File: src/rtl/cpu_pkg.sv
// Shared processor definitions: sequencer states, branch encodings,
// instruction field positions and opcode constants.
package cpu_pkg;

    typedef enum logic [0:0] {
        Fetch = 1'b0,
        Issue = 1'b1
    } seq_state_e;

    localparam logic [31:0] RESET_PC = 32'h0000_0000;

    // BRANCH_CONTROL encodings; 2'b11 is reserved and behaves as BR_NONE.
    localparam logic [1:0] BR_NONE = 2'b00;
    localparam logic [1:0] BR_EQ   = 2'b01;
    localparam logic [1:0] BR_NE   = 2'b10;

    localparam int unsigned OPCODE_MSB = 31;
    localparam int unsigned OPCODE_LSB = 24;
    localparam int unsigned DEST_MSB   = 23;
    localparam int unsigned DEST_LSB   = 16;
    localparam int unsigned OFF_MSB    = 23;
    localparam int unsigned OFF_LSB    = 16;
    localparam int unsigned SRC1_MSB   = 15;
    localparam int unsigned SRC1_LSB   = 8;
    localparam int unsigned SRC2_MSB   = 7;
    localparam int unsigned SRC2_LSB   = 0;

    localparam logic [7:0] OP_LOADI = 8'h00;
    localparam logic [7:0] OP_MOV   = 8'h01;
    localparam logic [7:0] OP_ADD   = 8'h02;
    localparam logic [7:0] OP_SUB   = 8'h03;
    localparam logic [7:0] OP_AND   = 8'h04;
    localparam logic [7:0] OP_OR    = 8'h05;
    localparam logic [7:0] OP_J     = 8'h06;
    localparam logic [7:0] OP_BEQ   = 8'h07;
    localparam logic [7:0] OP_BNE   = 8'h08;

endpackage

File: src/rtl/pc_sequencer_if.sv
// Fetch, issue and next-PC control bundle of pc_sequencer.
// STALL exists only when PC_SEQ_STALL_EN is defined.
interface pc_sequencer_if;
    logic        IMEM_READ;
    logic [31:0] IMEM_ADDR;
    logic        IMEM_BUSYWAIT;
    logic [31:0] IMEM_RDATA;
    logic [31:0] INSTRUCTION;
    logic        INSTR_VALID;
    logic [1:0]  BRANCH_CONTROL;
    logic        JUMP_CONTROL;
    logic        ZERO;
    logic [31:0] PC;
`ifdef PC_SEQ_STALL_EN
    logic        STALL;

    modport master (
        output IMEM_READ, IMEM_ADDR, INSTRUCTION, INSTR_VALID, PC,
        input  IMEM_BUSYWAIT, IMEM_RDATA, BRANCH_CONTROL, JUMP_CONTROL, ZERO, STALL
    );
    modport slave (
        input  IMEM_READ, IMEM_ADDR, INSTRUCTION, INSTR_VALID, PC,
        output IMEM_BUSYWAIT, IMEM_RDATA, BRANCH_CONTROL, JUMP_CONTROL, ZERO, STALL
    );
`else
    modport master (
        output IMEM_READ, IMEM_ADDR, INSTRUCTION, INSTR_VALID, PC,
        input  IMEM_BUSYWAIT, IMEM_RDATA, BRANCH_CONTROL, JUMP_CONTROL, ZERO
    );
    modport slave (
        input  IMEM_READ, IMEM_ADDR, INSTRUCTION, INSTR_VALID, PC,
        output IMEM_BUSYWAIT, IMEM_RDATA, BRANCH_CONTROL, JUMP_CONTROL, ZERO
    );
`endif
endinterface

File: src/rtl/next_pc_calc.sv
// Next-PC selection: PC+4, or PC+4 plus a signed word offset when a jump or
// a satisfied branch is requested. All arithmetic wraps modulo 2^32.
module next_pc_calc
    import cpu_pkg::*;
(
    input  logic [31:0] pc,
    input  logic [7:0]  off,
    input  logic [1:0]  branch_control,
    input  logic        jump_control,
    input  logic        zero,
    output logic [31:0] next_pc
);

    logic [31:0] pc4;
    logic [31:0] target;
    logic        taken;

    always_comb begin
        pc4    = pc + 32'd4;
        target = pc4 + {{22{off[7]}}, off, 2'b00};
        // Reserved encoding 2'b11 matches neither branch compare.
        taken  = jump_control
               | ((branch_control == BR_EQ) &  zero)
               | ((branch_control == BR_NE) & ~zero);
        next_pc = taken ? target : pc4;
    end

endmodule

File: src/rtl/pc_sequencer.sv
// Instruction fetch / PC sequencer: FETCH over a busywait handshake, ISSUE for one
// cycle, then load the next PC. PC_SEQ_STALL_EN adds STALL to extend ISSUE.
module pc_sequencer
    import cpu_pkg::*;
(
    input  logic          CLK,
    input  logic          RESET_N,
    pc_sequencer_if.master bus
);

    seq_state_e  state_q, state_d;
    logic        read_q, read_d;
    logic [31:0] pc_q, pc_d;
    logic [31:0] instr_q, instr_d;
    logic [31:0] next_pc;
    logic        stall;

`ifdef PC_SEQ_STALL_EN
    assign stall = bus.STALL;
`else
    assign stall = 1'b0;
`endif

    next_pc_calc u_next_pc_calc (
        .pc             (pc_q),
        .off            (instr_q[OFF_MSB:OFF_LSB]),
        .branch_control (bus.BRANCH_CONTROL),
        .jump_control   (bus.JUMP_CONTROL),
        .zero           (bus.ZERO),
        .next_pc        (next_pc)
    );

    // read_q is registered so the request stays low until the first edge after reset.
    always_comb begin
        state_d = state_q;
        read_d  = read_q;
        pc_d    = pc_q;
        instr_d = instr_q;
        unique case (state_q)
            Fetch: begin
                read_d = 1'b1;
                if (read_q && !bus.IMEM_BUSYWAIT) begin
                    instr_d = bus.IMEM_RDATA;
                    read_d  = 1'b0;
                    state_d = Issue;
                end
            end
            Issue: begin
                if (!stall) begin
                    pc_d    = next_pc;
                    read_d  = 1'b1;
                    state_d = Fetch;
                end
            end
            default: state_d = Fetch;
        endcase
    end

    always_ff @(posedge CLK or negedge RESET_N) begin
        if (!RESET_N) begin
            state_q <= Fetch;
            read_q  <= 1'b0;
            pc_q    <= RESET_PC;
            instr_q <= 32'h0;
        end else begin
            state_q <= state_d;
            read_q  <= read_d;
            pc_q    <= pc_d;
            instr_q <= instr_d;
        end
    end

    assign bus.IMEM_READ   = read_q;
    assign bus.IMEM_ADDR   = pc_q;
    assign bus.PC          = pc_q;
    assign bus.INSTRUCTION = instr_q;
    assign bus.INSTR_VALID = (state_q == Issue);

endmodule

File: src/flat_wrapper.sv
// flat-port wrapper written by rule: the top's interface ports become plain ports
module pc_sequencer_flat import cpu_pkg::*;
  (CLK, RESET_N, bus_IMEM_READ, bus_IMEM_ADDR, bus_INSTRUCTION, bus_INSTR_VALID, bus_PC, bus_IMEM_BUSYWAIT, bus_IMEM_RDATA, bus_BRANCH_CONTROL, bus_JUMP_CONTROL, bus_ZERO);
  pc_sequencer_if bus_i ();
  input  logic CLK;
  input  logic RESET_N;
  output wire logic [$bits(bus_i.IMEM_READ)-1:0] bus_IMEM_READ;
  output wire logic [$bits(bus_i.IMEM_ADDR)-1:0] bus_IMEM_ADDR;
  output wire logic [$bits(bus_i.INSTRUCTION)-1:0] bus_INSTRUCTION;
  output wire logic [$bits(bus_i.INSTR_VALID)-1:0] bus_INSTR_VALID;
  output wire logic [$bits(bus_i.PC)-1:0] bus_PC;
  input wire logic [$bits(bus_i.IMEM_BUSYWAIT)-1:0] bus_IMEM_BUSYWAIT;
  input wire logic [$bits(bus_i.IMEM_RDATA)-1:0] bus_IMEM_RDATA;
  input wire logic [$bits(bus_i.BRANCH_CONTROL)-1:0] bus_BRANCH_CONTROL;
  input wire logic [$bits(bus_i.JUMP_CONTROL)-1:0] bus_JUMP_CONTROL;
  input wire logic [$bits(bus_i.ZERO)-1:0] bus_ZERO;
  assign bus_IMEM_READ = bus_i.IMEM_READ;
  assign bus_IMEM_ADDR = bus_i.IMEM_ADDR;
  assign bus_INSTRUCTION = bus_i.INSTRUCTION;
  assign bus_INSTR_VALID = bus_i.INSTR_VALID;
  assign bus_PC = bus_i.PC;
  assign bus_i.IMEM_BUSYWAIT = bus_IMEM_BUSYWAIT;
  assign bus_i.IMEM_RDATA = bus_IMEM_RDATA;
  assign bus_i.BRANCH_CONTROL = bus_BRANCH_CONTROL;
  assign bus_i.JUMP_CONTROL = bus_JUMP_CONTROL;
  assign bus_i.ZERO = bus_ZERO;
  pc_sequencer u_core (.CLK(CLK), .RESET_N(RESET_N), .bus(bus_i));
endmodule
File: config.mk
export PLATFORM = sky130hd
export DESIGN_NAME = pc_sequencer_flat
export DESIGN_NICKNAME = d
export VERILOG_FILES = /design/src/rtl/cpu_pkg.sv /design/src/rtl/pc_sequencer_if.sv /design/src/rtl/next_pc_calc.sv /design/src/rtl/pc_sequencer.sv /design/src/flat_wrapper.sv
export SDC_FILE = /design/constraint.sdc
export NUM_CORES = 1
export LEC_CHECK = 0
export CORE_MARGIN = 2
export CORE_UTILIZATION = 30
export DETAILED_ROUTE_END_ITERATION = 10
export DONT_BUFFER_PORTS = 1
export PLACE_DENSITY = 0.54
export SLEW_MARGIN = 20
export SYNTH_ARGS = -nofsm -noshare
export SYNTH_HDL_FRONTEND = slang
export SYNTH_SLANG_ARGS = --single-unit
File: constraint.sdc
create_clock -name CLK -period 3.7 [get_ports CLK]
set_input_delay 0.555 -clock CLK [delete_from_list [all_inputs] [get_ports CLK]]
set_output_delay 0.555 -clock CLK [all_outputs]
set_load 0.02 [all_outputs]
==> results of run 1 <==
==> metal layers <==
layer  share of wire  routed length (um)
met2            0.47                7310
met1            0.43                6620
met4           0.023                 353
met5               0                   0
met3           0.081                1250
==> worst reg2reg max path, delay by kind of cell, from the launching register on <==
kind,cells,cell delay [ns]
flip-flops,1,0.38
adder cells (fa/ha/maj),1,0.41
AND/OR/NAND/NOR,4,0.85
XOR/XNOR,2,0.30
AO/OA/AOI/OAI,7,1.43
==> registers in the layout, summed over array words and instances (netlist names) <==
signal / count
u_core.bus.INSTR_VALID: 1
u_core.bus.IMEM_READ: 1
u_core.bus.INSTRUCTION: 32
u_core.bus.IMEM_ADDR: 30
==> where the power goes <==
part	switching (W)	internal, W
clock network	0.000352	0.000680
logic	0.00258	0.00173
registers	0.000343	0.000943
total	0.00328	0.00336
==> cells by family (layout without fill, tap and decap cells) <==
kind of cell | Yosys count | in the layout
other | 1 | 4
adders and majority gates | 38 | 38
buffers and inverters | 77 | 91
muxes | 35 | 35
and+or+nand+nor | 149 | 149
DFF | 64 | 64
xor gates and xnor gates | 53 | 53
AOI/OAI and AO/OA | 180 | 180
==> timing repair <==
item | CTS | global route
endpoints found under the setup margin | 0 | 8
gates resized for setup | 0 | 25
buffers inserted | 0 | 1
endpoints found under the hold margin | 64 | 0
hold buffers | 1 | 0
==> cell usage in the layout (no fill, tap or decap), drive strengths merged, types with 9 or more instances in the layout <==
cell     n
o22ai   11
nand3   19
nor3    15
o21ai   33
inv     15
dfrtp   64
nand2   42
ha      37
buf     60
nand4   12
nor2    38
a21o    25
mux2    33
a21oi   62
a31oi    9
clkbuf  10
xnor2   37
xor2    16
==> cell type report <==
| class | count | area share |
|---|---|---|
| repair buffers | 60 | 0.0764 |
| clock inverters | 6 | 0.0187 |
| inverters | 15 | 0.00914 |
| multi-input cells | 459 | 0.551 |
| well taps | 225 | 0.0457 |
| flip-flops and latches | 64 | 0.260 |
| clock buffers | 10 | 0.0388 |
==> through the flow <==
| step | TNS [ns] | area (sq um) |
|---|---|---|
| after floorplan | 0 | 5290 |
| after global placement | 0 | 5670 |
| after detailed placement | 0 | 5670 |
| after CTS | 0 | 6050 |
| after global routing | -0.0568 | 6160 |
| final | 0 | 6160 |
==> worst min-delay path by stage <==
stage,endpoint,slack [ns],cells past startpoint
after floorplan,u_core.bus.IMEM_ADDR[10],0.26,0
after global placement,u_core.bus.IMEM_ADDR[16],0.26,0
after detailed placement,u_core.bus.IMEM_ADDR[17],0.26,0
after CTS,u_core.bus.IMEM_ADDR[16],0.09,1
after global routing,u_core.bus.IMEM_ADDR[14],0.1,1
final,u_core.bus.IMEM_ADDR[14],0.07,1
==> impl_metrics.env, run 1 <==
export IMPL_crit_end="u_core.bus.IMEM_ADDR[29]"
export IMPL_dp_cells=821
export IMPL_post_place_ws_ns=0.0269
export IMPL_grt_pass1_vias=4661
export IMPL_worstMarginPinSlew_ns=0.729
export IMPL_cp_end_kind="register"
export IMPL_core_area_sq_um=17200
export IMPL_p_leak_nw=2.62
export IMPL_worst_r2r_endpoint="u_core.bus.IMEM_ADDR[29]"
export IMPL_outcome="complete, no violations"
export IMPL_synth_seq_cells=64
export IMPL_first_pass_iters=4
export IMPL_die_y_um=137
export IMPL_fin_ws_ns=0.196
export IMPL_seqCellArea_sq_um=1600
export IMPL_r2r_start="u_core.bus.IMEM_ADDR[5]"
export IMPL_critPathKind="reg2reg"
export IMPL_port_buffers=0
export IMPL_hpwl_um=11500
export IMPL_cpMaxStageDelayCell="ha_2"
export IMPL_vias_per_cell=5.44
export IMPL_grt_max_degree=65
export IMPL_synthArstFlopShare=1.00
export IMPL_ir_drop_mv=0.431
export IMPL_finalCritPeriodShare=0.947
export IMPL_wl_um=15500
export IMPL_post_route_drc_count=0
export IMPL_critPathMaxStageDelay_ns=0.41
export IMPL_diodes=0
export IMPL_fin_skew_ns=0.0104
export IMPL_fin_util=0.357
export IMPL_p_per_area_nw_per_um2=1080
export IMPL_reg2reg_depth=14
export IMPL_yosysTopAreaCell="dfrtp_1"
export IMPL_first_iter_violations=263
export IMPL_clockBufferDepth=2
export IMPL_gr_total_overflow=0
export IMPL_avgSynthCellArea_sq_um=8.83
export IMPL_fin_cells=839
export IMPL_max_cap_violations=0
export IMPL_yosysMostFrequentCell="dfrtp_1"
export IMPL_synth_compound_area_frac=0.229
export IMPL_use_met3=0.0530
export IMPL_cts_clk_slew_worst_paths_ns=0.06
export IMPL_clk_latency_ns=0.35
export IMPL_ys_warn_count=0
export IMPL_use_met1=0.209
export IMPL_wl_per_cell_um=18.5
export IMPL_synthesis_area_sq_um=5270
export IMPL_arrival_ns=3.71
export IMPL_whs_ns=0.0709
export IMPL_worst_slew_margin_rel=0.514
export IMPL_crit_path_start_kind="register"
export IMPL_crit_buf_inv=0
export IMPL_use_met2=0.286
export IMPL_area_growth_pct=16.8
export IMPL_h_tree_depth=3
export IMPL_fmax_mhz=285
export IMPL_cts_sink_count=64
export IMPL_hold_viol=0
export IMPL_cts_buffers=9
export IMPL_synthAdderAreaFrac=0.0916
export IMPL_muxShareOfSynthArea=0.0743
export IMPL_path_max_fanout=7
export IMPL_grtUsageTotal=0.172
export IMPL_cts_tree="yes"
export IMPL_drive_above_1_share=0.238
export IMPL_cp_startpoint="u_core.bus.IMEM_ADDR[5]"
export IMPL_synth_ff_type="dfrtp_1"
export IMPL_synth_cells=597
export IMPL_num_io_pins=137
export IMPL_crit_chain="nand4_1 -> nor3_2 -> nand3_1 -> xnor2_1 -> ha_2 -> and3_1 -> o211a_1 -> a21oi_2 -> o31a_1 -> o31ai_2 -> a21oi_1 -> o21ai_1 -> xnor2_1 -> o221ai_1"
export IMPL_cts_root_buf="clkbuf_16"
export IMPL_critical_path_top_delay_family="compound AO/OA/AOI/OAI gates"
export IMPL_critPathRequiredTime_ns=3.90
export IMPL_synth_edff_count=0
export IMPL_cp_common_cell="xnor2_1"
export IMPL_hold_path_class="in2async"
export IMPL_path_depth=14
export IMPL_grt_pass1_wl_um=24800
export IMPL_routabilityCongestion=0.936
export IMPL_initial_core_util=0.306
export IMPL_fill_cells=1724
export IMPL_finalSetupViolCount=0
export IMPL_finalMaxSlewViolations=0
export IMPL_ys_seq_area_frac=0.304
export IMPL_dieArea_sq_um=18700
export IMPL_nets=686
export IMPL_yosys_cell_types_count=62
export IMPL_synth_top_family_by_area="compound AO/OA/AOI/OAI gates"
export IMPL_vias=4562
export IMPL_period_needed_ns=3.50
export IMPL_synth_top_cells_by_count="64 x dfrtp_1, 60 x a21oi_1, 42 x nand2_1"
export IMPL_fp_row_count=48
export IMPL_multi_input_area_sq_um=3390
export IMPL_busiest_layer="met2"
export IMPL_finalPower_w=0.00663
export IMPL_chipWidth_um=137
export IMPL_postRouteAntennaNets=0
export IMPL_synth_xor_area_share=0.0880
export IMPL_synth_simple_area_share=0.133
export IMPL_rsz0062_at_grt="true"
export IMPL_antenna_found_initial=0
export IMPL_synth_top_cell_area_share=0.304
export IMPL_synthTopCellsByArea="dfrtp_1 30%, ha_1 8.8%, mux2_2 6.8%"
export IMPL_reg2reg_slack_ns=0.20
No activity file was read; power rests on OpenSTA's default activity.
==> run 2: changes to the inputs <==
--- a/constraint.sdc
+++ b/constraint.sdc
@@ -3,2 +3,2 @@
 set_output_delay 0.555 -clock CLK [all_outputs]
-set_load 0.02 [all_outputs]
+set_load 0.01 [all_outputs]
==> impl_metrics.env, run 2 (synthesis results as in run 1) <==
export IMPL_critical_path_top_delay_family="compound AO/OA/AOI/OAI gates"
export IMPL_p_leak_nw=2.58
export IMPL_first_pass_iters=5
export IMPL_diodes=0
export IMPL_postRouteAntennaNets=0
export IMPL_cts_buffers=9
export IMPL_grtUsageTotal=0.173
export IMPL_hold_viol=0
export IMPL_finalMaxSlewViolations=0
export IMPL_routabilityCongestion=0.915
export IMPL_port_buffers=0
export IMPL_fp_row_count=48
export IMPL_num_io_pins=137
export IMPL_wl_per_cell_um=18.7
export IMPL_fmax_mhz=282
export IMPL_intPower_w=0.00320
export IMPL_reg2reg_depth=14
export IMPL_path_max_fanout=6
export IMPL_period_needed_ns=3.54
export IMPL_tns_ns=0
export IMPL_cts_clk_slew_worst_paths_ns=0.06
export IMPL_critPathKind="reg2reg"
export IMPL_hold_path_class="in2async"
export IMPL_worst_r2r_endpoint="u_core.bus.IMEM_ADDR[30]"
export IMPL_vias=4559
export IMPL_netSwitchingFraction=0.482
export IMPL_critPathRequiredTime_ns=3.97
export IMPL_pwr_share_clk=0.142
export IMPL_dp_cells=818
export IMPL_cp_end_kind="register"
export IMPL_post_route_drc_count=0
export IMPL_cts_tree="yes"
export IMPL_outcome="complete, no violations"
export IMPL_core_area_sq_um=17200
export IMPL_cp_startpoint="u_core.bus.IMEM_ADDR[8]"
export IMPL_grt_pass1_wl_um=24800
export IMPL_hpwl_um=11400
export IMPL_final_cell_mix="64 x dfrtp_1, 58 x a21oi_1, 56 x buf_4"
export IMPL_whs_ns=0.0859
export IMPL_gr_total_overflow=0
export IMPL_max_cap_violations=0
export IMPL_clockBufferDepth=2
export IMPL_vias_per_cell=5.44
export IMPL_p_comb_frac=0.649
export IMPL_p_per_area_nw_per_um2=1020
export IMPL_drive_above_1_share=0.215
export IMPL_first_iter_violations=306
export IMPL_grt_pass1_vias=4637
export IMPL_cts_root_buf="clkbuf_16"
export IMPL_arrival_ns=3.81
export IMPL_use_met1=0.211
export IMPL_cts_sink_count=64
export IMPL_busiest_layer="met2"
export IMPL_antenna_found_initial=0
export IMPL_path_depth=14
export IMPL_use_met2=0.291
export IMPL_worstMarginPinSlew_ns=0.703
export IMPL_critPathMaxStageDelay_ns=0.42
export IMPL_fin_cells=838
export IMPL_initial_core_util=0.306
export IMPL_r2r_start="u_core.bus.IMEM_ADDR[8]"
export IMPL_finalSetupViolCount=0
export IMPL_wl_um=15600
export IMPL_h_tree_depth=3
export IMPL_grt_max_degree=65
export IMPL_layout_commonest_cell="dfrtp_1"
export IMPL_chipWidth_um=137
export IMPL_worst_slew_margin_rel=0.528
export IMPL_fin_skew_ns=0.0103
export IMPL_area_growth_pct=15.3
export IMPL_reg2reg_slack_ns=0.16
export IMPL_ir_drop_mv=0.386
export IMPL_seqPwrFrac=0.208
export IMPL_nets=685
export IMPL_die_y_um=137
export IMPL_crit_chain="buf_6 -> inv_1 -> nor3_4 -> nand3_2 -> xnor2_1 -> ha_2 -> and3_1 -> nand2_1 -> o31ai_4 -> a31oi_4 -> o21a_4 -> o31ai_4 -> mux2_1 -> a31oi_1"
export IMPL_crit_buf_inv=2
export IMPL_use_met3=0.0611
export IMPL_fill_cells=1752
export IMPL_p_sw_w=0.00298
export IMPL_dieArea_sq_um=18700
export IMPL_crit_path_start_kind="register"
export IMPL_largest_reg_flops=32
export IMPL_clk_latency_ns=0.35
export IMPL_finalCritPeriodShare=0.957
export IMPL_cpMaxStageDelayCell="o31ai_4"
export IMPL_cp_common_cell="o31ai_4"
## run 2: worst max-delay path by stage
stage | endpoint | slack, ns
floorplan | u_core.bus.IMEM_ADDR[30] | 0.07
global placement | u_core.bus.IMEM_ADDR[30] | 0.09
finish | u_core.bus.IMEM_ADDR[30] | 0.16
detailed placement | u_core.bus.IMEM_ADDR[30] | 0.09
CTS | u_core.bus.IMEM_ADDR[30] | 0.06
global route | u_core.bus.IMEM_ADDR[30] | -0.04
## run 2: area by class of cell
type,count,area (sq um),area share
Clock buffer,10,229,0.0377
Clock inverter,6,68.8,0.0113
Inverter,15,56.3,0.00926
Multi-Input combinational cell,459,3360,0.553
Sequential cell,64,1600,0.264
Tap cell,225,282,0.0463
Timing Repair Buffer,59,479,0.0789
## run 2: through the flow
step                      utilization  power, W  setup WS [ns]  area (sq um)
after floorplan                     -   0.00423         0.0697          5280
after detailed placement        0.328   0.00512         0.0924          5650
final                           0.353   0.00618          0.159          6080
after global routing            0.353   0.00668        -0.0391          6080
after CTS                       0.347   0.00606         0.0619          5980
after global placement          0.328   0.00507         0.0919          5650
## run 2: timing repair
action                     in CTS  in global routing
hold endpoints to repair       64                  0
hold buffers                    1                  0
buffers inserted                0                  3
setup endpoints to repair       0                  8
resized for setup               0                 17
## run 2: power by group through the flow
stage / combinational (W) / sequential, W / clock (W)
floorplan: 0.00287 / 0.00136 / 0
global placement: 0.00378 / 0.00129 / 0
detailed placement: 0.00382 / 0.00130 / 0
CTS: 0.00387 / 0.00129 / 0.000904
global route: 0.00441 / 0.00133 / 0.000936
finish: 0.00401 / 0.00129 / 0.000878
## run 2: metal layers
metal | vias to the layer above | share of wire
li1 | 2158 | -
met1 | 2178 | 0.43
met2 | 201 | 0.47
met3 | 22 | 0.078
met4 | 0 | 0.015
met5 | - | 0
==> run 3: changes to the inputs <==
- CORE_UTILIZATION: 30 -> 31
- PLACE_DENSITY: 0.54 -> 0.55
==> impl_metrics.env, run 3 (synthesis results as in run 1) <==
export IMPL_first_iter_violations=255
export IMPL_arrival_ns=3.74
export IMPL_grt_max_degree=65
export IMPL_nets=675
export IMPL_fin_ws_ns=0.223
export IMPL_drive_above_1_share=0.221
export IMPL_finalMaxSlewViolations=0
export IMPL_vias_per_cell=5.37
export IMPL_finalSetupViolCount=0
export IMPL_grt_pass1_vias=4447
export IMPL_outcome="complete, no violations"
export IMPL_cts_root_buf="clkbuf_16"
export IMPL_p_per_area_nw_per_um2=1010
export IMPL_rsz0062_at_grt="false"
export IMPL_worst_slew_margin_rel=0.334
export IMPL_num_io_pins=137
export IMPL_finalCritPeriodShare=0.940
export IMPL_hold_path_class="in2async"
export IMPL_die_y_um=134
export IMPL_p_leak_nw=2.54
export IMPL_period_needed_ns=3.48
export IMPL_postRouteAntennaNets=0
export IMPL_hpwl_um=10800
export IMPL_cts_buffers=9
export IMPL_hold_viol=0
export IMPL_seqCellArea_sq_um=1600
export IMPL_clk_latency_ns=0.34
export IMPL_multi_input_area_sq_um=3400
export IMPL_netSwitchingFraction=0.473
export IMPL_post_place_ws_ns=-0.00581
export IMPL_cts_tree="yes"
export IMPL_h_tree_depth=3
export IMPL_area_growth_pct=14.9
export IMPL_path_max_fanout=5
export IMPL_p_sw_w=0.00288
export IMPL_fin_cells=823
export IMPL_layout_commonest_cell="dfrtp_1"
export IMPL_cts_setup_buffers=0
export IMPL_fin_skew_ns=0.00684
export IMPL_vias=4418
export IMPL_largest_reg_flops=32
export IMPL_max_cap_violations=0
export IMPL_first_pass_iters=5
export IMPL_port_buffers=0
export IMPL_antenna_found_initial=0
export IMPL_fill_cells=1711
export IMPL_cts_sink_count=64
export IMPL_cp_end_kind="register"
export IMPL_final_cell_mix="63 x dfrtp_1, 57 x a21oi_1, 47 x buf_4"
export IMPL_reg2reg_depth=16
export IMPL_routabilityCongestion=0.891
export IMPL_p_comb_frac=0.635
export IMPL_fp_row_count=47
export IMPL_intPower_w=0.00321
export IMPL_grt_pass1_wl_um=23100
export IMPL_seqPwrFrac=0.208
export IMPL_cpMaxStageDelayCell="ha_2"
export IMPL_post_route_drc_count=0
export IMPL_dp_cells=806
export IMPL_gr_total_overflow=0
export IMPL_grtUsageTotal=0.162
export IMPL_crit_chain="and4_1 -> nand2_1 -> nor2_2 -> nand2_1 -> nor3_2 -> xor2_1 -> ha_2 -> nand2_1 -> inv_1 -> nand3_1 -> o221ai_1 -> a31oi_4 -> o21a_4 -> o31ai_2 -> mux2_1 -> a31oi_1"
export IMPL_pwr_share_clk=0.157
export IMPL_wl_um=14600
export IMPL_chipWidth_um=134
export IMPL_critPathMaxStageDelay_ns=0.41
export IMPL_cts_clk_slew_worst_paths_ns=0.06
export IMPL_ir_drop_mv=0.374
export IMPL_cp_common_cell="nand2_1"
export IMPL_initial_core_util=0.318
export IMPL_critPathKind="reg2reg"
export IMPL_core_area_sq_um=16600
export IMPL_worstMarginPinSlew_ns=0.999
export IMPL_crit_path_start_kind="register"
export IMPL_fmax_mhz=288
export IMPL_dieArea_sq_um=18100
export IMPL_critPathRequiredTime_ns=3.96
export IMPL_clockBufferDepth=2
export IMPL_diodes=0
export IMPL_wl_per_cell_um=17.8
[run 3: cell types whose count changed in the layout (fill, tap and decap cells not counted), moves of 2 or more]
cell,before,now
ha_1,36,32
nor2_1,38,35
buf_4,56,47
ha_4,0,2
nor2_2,0,3
ha_2,1,3
[run 3: path summary, 6_finish.rpt]
kind	from	slack, ns	endpoint
min	RESET_N	0.10	u_core.bus.IMEM_ADDR[10]
min reg2reg	u_core.bus.INSTRUCTION[28]	0.58	u_core.bus.INSTRUCTION[28]
min in group CLK	bus_IMEM_RDATA[23]	0.36	u_core.bus.INSTRUCTION[23]
max reg2reg	u_core.bus.IMEM_ADDR[5]	0.22	u_core.bus.IMEM_ADDR[30]
max in group asynchronous	RESET_N	3.34	u_core.bus.IMEM_ADDR[8]
max	u_core.bus.IMEM_ADDR[5]	0.22	u_core.bus.IMEM_ADDR[30]
[run 3: final cells by class]
class                      instances  share of cell area
clock inverter                     7              0.0169
inverter                          15             0.00929
sequential                        64               0.265
clock buffer                       9              0.0372
tap                              220              0.0454
multi-input combinational        459               0.561
timing repair buffer              49              0.0661
[run 3: power by group through the flow]
| stage | sequential (W) | combinational [W] | clock [W] |
|---|---|---|---|
| 6_report | 0.00127 | 0.00386 | 0.000956 |
| 5_1_grt | 0.00131 | 0.00427 | 0.00101 |
| 4_1_cts | 0.00127 | 0.00375 | 0.000977 |
| 3_5_place_dp | 0.00128 | 0.00371 | 0 |
| 3_3_place_gp | 0.00127 | 0.00368 | 0 |
| 2_1_floorplan | 0.00136 | 0.00287 | 0 |
[run 3: timing repair]
action	4_1_cts	5_1_grt
pin swaps	0	2
setup endpoints to repair	1	6
hold endpoints to repair	64	0
gates resized for setup	1	25
hold buffers	1	0
[run 3: per-layer routing]
metal  part of all wire  GRT usage
met2               0.48      0.274
met4              0.018     0.0491
met3              0.062     0.0476
met1               0.44      0.199
met5                  0          0
[run 3: critical path, delay by kind of cell, from the launching register on]
family	cells	cell delay, ns
AOI/OAI and AO/OA	5	0.97
adders and majority gates	1	0.41
xor gates and xnor gates	1	0.11
and+or+nand+nor	7	1.09
muxes	1	0.35
buffers and inverters	1	0.11
DFF	1	0.37
[run 3: stage by stage]
stage / total power [W] / TNS, ns / hold WS (ns) / cell area, sq um / utilization
4_1_cts: 0.00600 / 0 / 0.105 / 5950 / 0.359
2_1_floorplan: 0.00423 / 0 / 0.259 / 5280 / -
6_report: 0.00609 / 0 / 0.100 / 6060 / 0.365
3_3_place_gp: 0.00495 / 0 / 0.262 / 5590 / 0.337
5_1_grt: 0.00659 / 0 / 0.117 / 6060 / 0.365
3_5_place_dp: 0.00499 / -0.00581 / 0.261 / 5590 / 0.337
